<file path="src/rtl/demux3_18_buf_if.sv">
// Bus bundle for demux3_18_buf.
//   in_*      : source-side transfer (valid/ready handshake, payload, destination select)
//   out_*     : shared payload, one-hot per-destination valid, per-destination ready
//   err_*     : error clear request, sticky invalid-select flag, saturating drop count
// Modports: master = source/sink driver (testbench side), slave = demux block.
interface demux3_18_buf_if #(
    parameter int unsigned CNT_W = 8
);
    localparam int unsigned DATA_W = 18;
    localparam int unsigned CTRL_W = 3;
    localparam int unsigned DEST_N = 7;

    logic              in_valid;
    logic              in_ready;
    logic [DATA_W-1:0] in_data;
    logic [CTRL_W-1:0] in_ctrl;
    logic [DATA_W-1:0] out_data;
    logic [DEST_N-1:0] out_valid;
    logic [DEST_N-1:0] out_ready;
    logic              err_clr;
    logic              err_sticky;
    logic [CNT_W-1:0]  err_cnt;

    modport master (
        output in_valid, in_data, in_ctrl, out_ready, err_clr,
        input  in_ready, out_data, out_valid, err_sticky, err_cnt
    );

    modport slave (
        input  in_valid, in_data, in_ctrl, out_ready, err_clr,
        output in_ready, out_data, out_valid, err_sticky, err_cnt
    );
endinterface

</file>
<file path="src/rtl/demux3_18_buf.sv">
// demux3_18_buf: 1-to-7 demultiplexer behind a 2-entry FIFO (head + skid).
// A 3-bit select picks one of seven destinations; select 011 is invalid and
// the transfer is dropped and counted. Entries leave in strict arrival order.
// Ports:
//   clk, rst_n : clock, asynchronous active-low reset
//   bus        : demux3_18_buf_if slave modport (in_*, out_*, err_*)
module demux3_18_buf #(
    parameter int unsigned CNT_W = 8
) (
    input  logic                  clk,
    input  logic                  rst_n,
    demux3_18_buf_if.slave        bus
);
    localparam int unsigned DATA_W = 18;
    localparam int unsigned DEST_N = 7;

    typedef enum logic [1:0] {EMPTY, ONE, TWO} state_t;

    state_t            state;
    logic [DATA_W-1:0] head_data;
    logic [DEST_N-1:0] head_oh;
    logic [DATA_W-1:0] skid_data;
    logic [DEST_N-1:0] skid_oh;
    logic [CNT_W-1:0]  err_cnt_q;
    logic              err_sticky_q;

    logic [DEST_N-1:0] sel_oh;
    logic              sel_ok;
    logic              accept;
    logic              push;
    logic              drop;
    logic              drain;

    // Select decode; 011 is the single invalid code.
    always_comb begin
        sel_oh = '0;
        sel_ok = 1'b1;
        case (bus.in_ctrl)
            3'b000:  sel_oh = 7'b000_0001;
            3'b001:  sel_oh = 7'b000_0010;
            3'b010:  sel_oh = 7'b000_0100;
            3'b100:  sel_oh = 7'b000_1000;
            3'b101:  sel_oh = 7'b001_0000;
            3'b110:  sel_oh = 7'b010_0000;
            3'b111:  sel_oh = 7'b100_0000;
            default: sel_ok = 1'b0;
        endcase
    end

    // Ready depends on state only; gated by rst_n so it is low throughout reset.
    assign bus.in_ready = rst_n & (state != TWO);

    assign accept = bus.in_valid & bus.in_ready;
    assign push   = accept & sel_ok;
    assign drop   = accept & ~sel_ok;
    // Only the ready bit of the head's own destination matters.
    assign drain  = |(head_oh & bus.out_ready);

    // Buffer FSM with registered head outputs.
    always_ff @(posedge clk or negedge rst_n) begin
        if (!rst_n) begin
            state     <= EMPTY;
            head_data <= '0;
            head_oh   <= '0;
            skid_data <= '0;
            skid_oh   <= '0;
        end else begin
            case (state)
                EMPTY: begin
                    if (push) begin
                        head_data <= bus.in_data;
                        head_oh   <= sel_oh;
                        state     <= ONE;
                    end
                end
                ONE: begin
                    if (push && drain) begin
                        // Pass-through: new entry replaces the departing head.
                        head_data <= bus.in_data;
                        head_oh   <= sel_oh;
                    end else if (push) begin
                        skid_data <= bus.in_data;
                        skid_oh   <= sel_oh;
                        state     <= TWO;
                    end else if (drain) begin
                        head_oh   <= '0;
                        state     <= EMPTY;
                    end
                end
                TWO: begin
                    // in_ready is low here, so only a drain can happen.
                    if (drain) begin
                        head_data <= skid_data;
                        head_oh   <= skid_oh;
                        state     <= ONE;
                    end
                end
                default: begin
                    state   <= EMPTY;
                    head_oh <= '0;
                end
            endcase
        end
    end

    // Error status; a drop coinciding with a clear leaves a count of one.
    always_ff @(posedge clk or negedge rst_n) begin
        if (!rst_n) begin
            err_cnt_q    <= '0;
            err_sticky_q <= 1'b0;
        end else if (bus.err_clr) begin
            err_cnt_q    <= drop ? CNT_W'(1) : '0;
            err_sticky_q <= drop;
        end else if (drop) begin
            err_sticky_q <= 1'b1;
            if (err_cnt_q != {CNT_W{1'b1}}) begin
                err_cnt_q <= err_cnt_q + CNT_W'(1);
            end
        end
    end

    assign bus.out_data   = head_data;
    assign bus.out_valid  = head_oh;
    assign bus.err_cnt    = err_cnt_q;
    assign bus.err_sticky = err_sticky_q;
endmodule
</file>
<file path="src/flat_wrapper.sv">
// flat-port wrapper written by rule: the top's interface ports become plain ports
module demux3_18_buf_flat 
#(
    parameter int unsigned CNT_W = 8
)
  (clk, rst_n, bus_in_valid, bus_in_data, bus_in_ctrl, bus_out_ready, bus_err_clr, bus_in_ready, bus_out_data, bus_out_valid, bus_err_sticky, bus_err_cnt);
  demux3_18_buf_if #(.CNT_W(CNT_W)) bus_i ();
  input  logic clk;
  input  logic rst_n;
  input wire logic [$bits(bus_i.in_valid)-1:0] bus_in_valid;
  input wire logic [$bits(bus_i.in_data)-1:0] bus_in_data;
  input wire logic [$bits(bus_i.in_ctrl)-1:0] bus_in_ctrl;
  input wire logic [$bits(bus_i.out_ready)-1:0] bus_out_ready;
  input wire logic [$bits(bus_i.err_clr)-1:0] bus_err_clr;
  output wire logic [$bits(bus_i.in_ready)-1:0] bus_in_ready;
  output wire logic [$bits(bus_i.out_data)-1:0] bus_out_data;
  output wire logic [$bits(bus_i.out_valid)-1:0] bus_out_valid;
  output wire logic [$bits(bus_i.err_sticky)-1:0] bus_err_sticky;
  output wire logic [$bits(bus_i.err_cnt)-1:0] bus_err_cnt;
  assign bus_i.in_valid = bus_in_valid;
  assign bus_i.in_data = bus_in_data;
  assign bus_i.in_ctrl = bus_in_ctrl;
  assign bus_i.out_ready = bus_out_ready;
  assign bus_i.err_clr = bus_err_clr;
  assign bus_in_ready = bus_i.in_ready;
  assign bus_out_data = bus_i.out_data;
  assign bus_out_valid = bus_i.out_valid;
  assign bus_err_sticky = bus_i.err_sticky;
  assign bus_err_cnt = bus_i.err_cnt;
  demux3_18_buf #(.CNT_W(CNT_W)) u_core (.clk(clk), .rst_n(rst_n), .bus(bus_i));
endmodule
</file>
<file path="config.mk">
export PLATFORM = sky130hd
export DESIGN_NAME = demux3_18_buf_flat
export DESIGN_NICKNAME = d
export VERILOG_FILES = /design/src/rtl/demux3_18_buf_if.sv /design/src/rtl/demux3_18_buf.sv /design/src/flat_wrapper.sv
export SDC_FILE = /design/constraint.sdc
export NUM_CORES = 1
export LEC_CHECK = 0
export ABC_AREA = 1
export CORE_AREA = 2 2 82 84
export DETAILED_ROUTE_END_ITERATION = 12
export DIE_AREA = 0 0 84 86
export PLACE_DENSITY = 0.78
export SYNTH_ARGS = -nofsm -noshare
export SYNTH_HDL_FRONTEND = slang
export SYNTH_SLANG_ARGS = --single-unit
export TNS_END_PERCENT = 10
</file>
<file path="constraint.sdc">
create_clock -name clk -period 2.2 [get_ports clk]
set_input_delay 0.33 -clock clk [delete_from_list [all_inputs] [get_ports clk]]
set_output_delay 0.33 -clock clk [all_outputs]
set_load 0.02 [all_outputs]
</file>
==> After elaboration in Yosys (flattened, before gate mapping) <==
Cells that the tools add are included.
{ "totals": {"regBits": 61, "in_bits": 32, "output_inout_bits": 35, "wordCells": 69} }
{ "classes": {"add_sub_neg": 1, "eq_ne": 17, "muxes": 24, "bitwise": 7, "n_reduce_logical": 13} }
{ "op_table": {"columns": ["op", "n"], "rows": [
  ["two-way mux 18 bit", 3],
  ["case mux 18 bit (3 select lines)", 1],
  ["case mux 7 bit (7 select lines)", 1],
  ["two-way mux 7 bit", 5],
  ["two-way mux 8 bit", 3],
  ["case mux 7 bit (3 select lines)", 1],
  ["OR reduction 7 bit", 2],
  ["equality test 3 bit (second input constant)", 4],
  ["AND reduction 4 bit", 3],
  ["two-way mux 2 bit", 5],
  ["adder 8 x 1 -> 8 bit (second input constant)", 1],
  ["!= test 8 bit (second input constant)", 1],
  ["AND 7 bit", 1],
  ["!= test 2 x 1 -> 1 bit (second input constant)", 3],
  ["!= test 3 x 1 -> 1 bit (second input constant)", 2],
  ["case mux 2 bit (3 select lines)", 1],
  ["AND 1 bit", 4],
  ["two-way mux 1 bit", 4],
  ["!= test 2 bit (second input constant)", 2],
  ["nonzero test 2 bit", 2],
  ["equality test 3 x 1 -> 1 bit (second input constant)", 1],
  ["equality test 3 x 2 -> 1 bit (second input constant)", 1],
  ["zero test 3 bit", 1],
  ["!= test 3 bit (second input constant)", 1],
  ["other kinds (8)", 9]
]} }

==> Logic depth before layout (Yosys ltp) <==
Gate-level depths: netlist (run 1).
{ "logic_depth": {"word_depth": 7, "depth_mapped": 11, "ltp_nobuf": 10} }

==> Worst setup path before layout (run 1) <==
Ideal clock, no wire load.
{ "synth_timing": {"path_kind": "reg-to-reg", "from": "register u_core.err_cnt_q[0], in the netlist u_core.bus.err_cnt[0]", "to": "register u_core.err_cnt_q[1], in the netlist u_core.bus.err_cnt[1]", "setup_time_ps": 118, "arrival_time_ps": 1508, "required_time_ps": 2082, "setup_slack_ps": 574, "path_stages_with_launch": 9, "path_buffers": 0, "period_less_slack_ps": 1626, "path_cell_list": "dfrtp_1 > ha_1 > nand2_1 > nor2_1 > nand2_1 > o21ai_2 > inv_1 > o21ai_1 > nor2_1"} }
{ "synth_via": {"elab_chain_len": 4, "word_cells_on_any_way": 7, "cone_classes": "1 x add/sub; 1 x eq/ne; 3 x mux; 2 x reduce/logical"} }
{ "synth_lines": {"columns": ["element", "line", "rtl"], "rows": [
  ["start: declaration", "demux3_18_buf.sv:24", "logic [CNT_W-1:0] err_cnt_q;"],
  ["start signal: assignment", "demux3_18_buf.sv:112", "err_cnt_q <= drop ? CNT_W'(1) : '0;"],
  ["start signal: assignment", "demux3_18_buf.sv:117", "err_cnt_q <= err_cnt_q + CNT_W'(1);"],
  ["adder 8 x 1 -> 8 bit", "demux3_18_buf.sv:117", null],
  ["two-way mux 8 bit", "demux3_18_buf.sv:116", "if (err_cnt_q != {CNT_W{1'b1}}) begin"],
  ["two-way mux 8 bit", "demux3_18_buf.sv:114", "end else if (drop) begin"],
  ["two-way mux 8 bit", "demux3_18_buf.sv:111", "end else if (bus.err_clr) begin"]
]} }
Several ways; a longest one is shown, not always the timed one. The select of a mux whose other input is x is not followed.
A chain may end at the register's enable or synchronous reset.

==> Worst setup path in the final report (run 1) <==
Ends and elaborated chain as after synthesis.

==> reports/metrics.cfg, run 1 <==
[run_status]
run_status=complete, no violations

[power]
sequentialPowerShare_pct=34.2
p_per_area_mw_per_mm2=1320
p_switching_w=0.00226
internal_power_w=0.00314
p_leak_nw=2.00
switching_share_pct=41.9
pwr-share-clk_pct=19.3
power_frac_comb_pct=46.5
ir_drop_uv=642

[floorplanning]
dieWidth_um=84
io_pins=67
fp.dieH_um=86
placementRows=29
initial_utilization_pct=50.1
die_area_mm2=0.00722
coreArea_mm2=0.00628

[setup_path]
crit_path_end_kind=flip-flop
cp-start-kind=flip-flop
crit_type=flip-flop to flip-flop
worstPathRequired_ns=2.43
path_max_fanout=6
arrival_ns=2.03

[route]
drc_errors=0
wl_um=7010
first_pass_iters=4
vias=2786
wl_per_cell_um=12.9
first_iter_violations=144
avgViaCountPerCell=5.12
antenna_left=0

[cells_and_area]
fin_nets=495
drive_gt1_share_pct=12.8
most-common-layout-cells=nand2_1, clkdlybuf4s50_1, dfrtp_1, o21ai_0, inv_1
final_common_cell=nand2_1
area_growth_pct=29.9
utilization_pct=65.1
stdcell_count=544
diodes=0

[clock_network]
clk_pin_slew_worst_paths_ns=0.07
cts_root_buf=clkbuf_8
cts_buffers=9
cts_max_path_buffers=2
cts_max_level=3
clock_latency_ns=0.34
hold_buffers=0
tritoncts=done
clock_sinks=61

[synthesis]
syn-cell-area_mm2=0.00314
ys_async_sr_fraction_pct=100
synth_seq_cells=61
ys_seq_area_share_pct=48.5
synthFlopType=dfrtp_1
synthCells=389
synth_area_per_cell_um2=8.08
syn_nets=422
yosys.cell_types.count=32
synth_warnings=0
synth-edff-count=0

[sta]
max-slew-margin-rel_pct=62.3
hold_viol=0
finalCritPeriodShare_pct=81.7
fmax_ghz=0.556
slew_viol_final=0
worst_slack_ns=0.402
tightest_slew_ns=0.566
finalSetupViolCount=0
fin_setup_tns_ns=0
fin_skew_ns=0.00835
min_period_ns=1.80
rsz0062_at_grt=false

[placed_design]
io_buffers=66
dp_hpwl_um=4890
place_ws_ns=0.184
globalplace.congestion=0.837
dp_cells=528

[run]
max_cap_viol_count=0

[grt]
grt_pass1_wl_um=11800
use_met1_pct=25.7
grt_pass1_vias=2696
gr-usage-met2_pct=34.5
busiest_layer=met2
grt_start_max_net_pins=46
use_met3_pct=3.46
gr-total-overflow=0
antenna_found_initial=0
grt.total_usage_pct=20.5

[min_path]
hp-class=input port to async pin

power by group through the flow:
stage          clock (W)  sequential (W)  combinational (W)
2_1_floorplan          0         0.00207            0.00142
3_3_place_gp           0         0.00185            0.00247
3_5_place_dp           0         0.00187            0.00252
4_1_cts          0.00106         0.00185            0.00253
5_1_grt          0.00110         0.00190            0.00277
6_report         0.00104         0.00185            0.00251
cells by family (layout without fill, tap and decap cells):
logic type | count (synthesis) | in the layout | share of synthesized area, %
AND/OR/NAND/NOR | 203 | 203 | 29.6
AO/OA/AOI/OAI | 71 | 71 | 13.8
flip-flops | 61 | 61 | 48.5
buffers and inverters | 53 | 131 | 7.64
adder cells (fa/ha/maj) | 1 | 1 | 0.398
area by class of cell:
class / count / area [um^2]
clock inverters: 4 / 45.0
fillers: 519 / 2190
well taps: 77 / 96.3
multi-input cells: 275 / 1380
flip-flops and latches: 61 / 1530
repair buffers: 73 / 711
inverters: 42 / 163
clock buffers: 12 / 165
worst paths after layout:
| kind | start | to | slack (ns) | cells after the start |
|---|---|---|---|---|
| max reg2reg | u_core.bus.err_cnt[0] | u_core.bus.err_cnt[1] | 0.40 | 8 |
| min reg2reg | u_core.skid_oh[5] | u_core.skid_oh[5] | 0.47 | 2 |
| min in group clk | rst_n | u_core.bus.err_sticky | 0.37 | 3 |
| max | u_core.bus.err_cnt[0] | u_core.bus.err_cnt[1] | 0.40 | 8 |
| min | rst_n | u_core.bus.out_data[13] | 0.05 | 2 |
| max in group asynchronous | rst_n | u_core.skid_oh[6] | 1.62 | 2 |
sequential cells by signal, summed over array words and instances (netlist names):
register	count
u_core.bus.err_sticky	1
u_core.bus.err_cnt	8
u_core.state	2
u_core.skid_data	18
u_core.bus.out_valid	7
u_core.bus.out_data	18
u_core.skid_oh	7
critical path, stage by stage (launching register included):
cell,delay (ns)
dfrtp_1,0.42
ha_1,0.21
nand2_1,0.08
nor2_1,0.19
nand2_1,0.11
o21ai_2,0.27
inv_1,0.19
o21ai_1,0.16
nor2_1,0.06
routing by layer:
| metal | wire, um | share of wire, % |
|---|---|---|
| met1 | 3080 | 44 |
| met2 | 3530 | 50 |
| met3 | 259 | 3.7 |
| met4 | 139 | 2.0 |
| met5 | 0 | 0 |
synth_stat cells, types with 2 or more instances:
cell type / number / share of area [%]
o21ai_2: 15 / 4.2
nor2_8: 3 / 1.9
nand2_2: 4 / 0.80
nor3_1: 6 / 0.96
clkbuf_1: 3 / 0.36
inv_2: 3 / 0.36
nand4_1: 13 / 2.6
o21ai_0: 45 / 7.2
dfrtp_1: 61 / 49
nand2_1: 151 / 18
inv_4: 2 / 0.40
buf_6: 3 / 1.1
nand3_1: 11 / 1.8
nor2_1: 8 / 0.96
o21ai_1: 5 / 0.80
nor2_2: 2 / 0.40
inv_1: 36 / 4.3
nor2_4: 2 / 0.72
buf_4: 3 / 0.72
metrics by stage:
| step | hold WS [ns] | area [um^2] | power, W |
|---|---|---|---|
| 2_1_floorplan | 0.0344 | 3140 | 0.00349 |
| 3_3_place_gp | 0.404 | 3870 | 0.00432 |
| 3_5_place_dp | 0.413 | 3870 | 0.00438 |
| 4_1_cts | 0.0477 | 4080 | 0.00544 |
| 5_1_grt | 0.0587 | 4080 | 0.00577 |
| 6_report | 0.0456 | 4080 | 0.00540 |
timing repair:
| action | 4_1_cts | 5_1_grt |
|---|---|---|
| buffers inserted | 0 | 0 |
| endpoints found under the setup margin | 0 | 1 |
| gates resized for setup | 0 | 1 |
Note: power is estimated with default switching activity, not from simulation.
==> run 2: changes to the inputs <==
==> constraint.sdc (replaced) <==
create_clock -name clk -period 1.7 [get_ports clk]
set_input_delay 0.255 -clock clk [delete_from_list [all_inputs] [get_ports clk]]
set_output_delay 0.255 -clock clk [all_outputs]
set_load 0.02 [all_outputs]
==> run 2 against run 1 <==
- power is 38% higher
- largest cell class unchanged
- clock power grew 13%
- critical path type is now flip-flop to primary output
- critical endpoint is now bus_err_cnt[5]
- register-to-register slack got worse by 0.27 ns
- highest routed layer unchanged
==> reports/metrics.cfg, run 2 (same netlist as run 1, synthesis figures left out) <==
[run_status]
run_status=complete, no violations

[clock_network]
tritoncts=done
cts_max_level=3
clock_sinks=61
clock_latency_ns=0.34
cts_buffers=9
clk_pin_slew_worst_paths_ns=0.07
cts_root_buf=clkbuf_8
cts_max_path_buffers=2

[setup_path]
cp_num_buf_inv=1
rr_startpoint=u_core.state[1]
crit_slowest_cell=clkdlybuf4s50_1
r2r_cells=8
slowest_delay_ns=0.63
crit_path_end_kind=primary output
crit_chain=clkdlybuf4s50_1
crit_family=buffers and inverters
r2r_end=u_core.bus.out_valid[5]
path_max_fanout=5
regToRegSetupSlack_ns=0.13
cp-start-kind=flip-flop
crit_type=flip-flop to primary output
arrival_ns=1.38
worstPathRequired_ns=1.44

[sta]
fmax_ghz=0.612
slew_viol_final=0
tightest_slew_ns=0.534
hold_viol=0
max-slew-margin-rel_pct=64.4
fin_skew_ns=0.00602
rsz0062_at_grt=false
worst_slack_ns=0.0651
finalCritPeriodShare_pct=96.2
fin_setup_tns_ns=0
finalSetupViolCount=0
min_period_ns=1.63

[cells_and_area]
most-common-layout-cells=nand2_1, clkdlybuf4s50_1, dfrtp_1, o21ai_0, inv_1
diodes=0
fin_nets=524
final_common_cell=nand2_1
seq_area_mm2=0.00153
drive_gt1_share_pct=18.0
final.fill_count=486
multi_input_area_mm2=0.00140
area_growth_pct=38.8
stdcell_count=572

[grt]
use_met3_pct=3.56
antenna_found_initial=0
grt_start_max_net_pins=43
busiest_layer=met2
use_met1_pct=28.4
grt_pass1_wl_um=13000
gr-total-overflow=0
grt.total_usage_pct=22.4
gr-usage-met2_pct=38.2
grt_pass1_vias=2813

[route]
wl_per_cell_um=13.1
vias=2926
drc_errors=0
antenna_left=0
first_iter_violations=173
avgViaCountPerCell=5.12
wl_um=7490
first_pass_iters=4

[placed_design]
dp_cells=552
globalplace.congestion=0.756
io_buffers=66
place_ws_ns=-0.199
dp_hpwl_um=5360

[floorplanning]
die_area_mm2=0.00722
initial_utilization_pct=50.1
dieWidth_um=84
fp.dieH_um=86
coreArea_mm2=0.00628
placementRows=29
io_pins=67

[power]
p_per_area_mw_per_mm2=1710
p_leak_nw=2.16
ir_drop_uv=1060

[run]
max_cap_viol_count=0

[min_path]
hp-class=input port to async pin

run 2: stage by stage:
step / util (%) / power, W / hold slack (ns) / area (um^2)
4_1_cts: 68.3 / 0.00715 / 0.0215 / 4290
5_1_grt: 69.5 / 0.00803 / 0.0293 / 4360
6_report: 69.5 / 0.00748 / 0.00386 / 4360
3_3_place_gp: 65.3 / 0.00583 / 0.103 / 4100
3_5_place_dp: 65.3 / 0.00595 / 0.0983 / 4100
2_1_floorplan: - / 0.00452 / -0.0406 / 3140
run 2: power by group:
| group | internal [W] | switching, W |
|---|---|---|
| sequential | 0.00205 | 0.000345 |
| combinational | 0.00173 | 0.00218 |
| clock | 0.000640 | 0.000541 |
run 2: worst max path at each step:
| stage | startpoint | to | slack [ns] | cells after the start |
|---|---|---|---|---|
| final | u_core.bus.err_cnt[5] | bus_err_cnt[5] | 0.07 | 1 |
| after global routing | u_core.bus.err_cnt[5] | bus_err_cnt[5] | 0.003 | 1 |
| after CTS | u_core.state[0] | bus_in_ready | 0.01 | 5 |
| after detailed placement | bus_out_ready[4] | u_core.state[0] | -0.20 | 8 |
| after global placement | bus_out_ready[4] | u_core.state[0] | -0.15 | 8 |
| after floorplan | u_core.bus.err_cnt[0] | u_core.bus.err_cnt[1] | 0.07 | 8 |
run 2: final cells by class:
| type | instances | area share (%) |
|---|---|---|
| inverters | 42 | 3.73 |
| clock buffers | 14 | 3.96 |
| clock inverters | 1 | 0.115 |
| well taps | 77 | 2.21 |
| repair buffers | 102 | 23.0 |
| multi-input cells | 275 | 32.0 |
| flip-flops and latches | 61 | 35.0 |
run 2: layer usage:
metal	part of all wire [%]	up-vias
li1	-	1465
met2	50	72
met1	44	1376
met4	2.0	0
met5	0	-
met3	4.0	13
run 2: timing repair:
| action | CTS | global route |
|---|---|---|
| gates resized for setup | 1 | 9 |
| setup endpoints to repair | 1 | 36 |
| buffers inserted | 0 | 4 |
| endpoints found under the hold margin | 1 | 0 |
| pin swaps | 0 | 1 |
| hold buffers | 1 | 0 |
| gates cloned | 0 | 0 |
==> run 3: changes to the inputs <==
--- a/config.mk
+++ b/config.mk
@@ -7,6 +7,7 @@
 export LEC_CHECK = 0
 export ABC_AREA = 1
 export CORE_AREA = 2 2 82 84
+export CTS_CLUSTER_SIZE = 25
 export DETAILED_ROUTE_END_ITERATION = 12
 export DIE_AREA = 0 0 84 86
 export PLACE_DENSITY = 0.78
==> results of run 3 <==
Same layout as run 2: the final DEF is identical, and so are final timing and power.
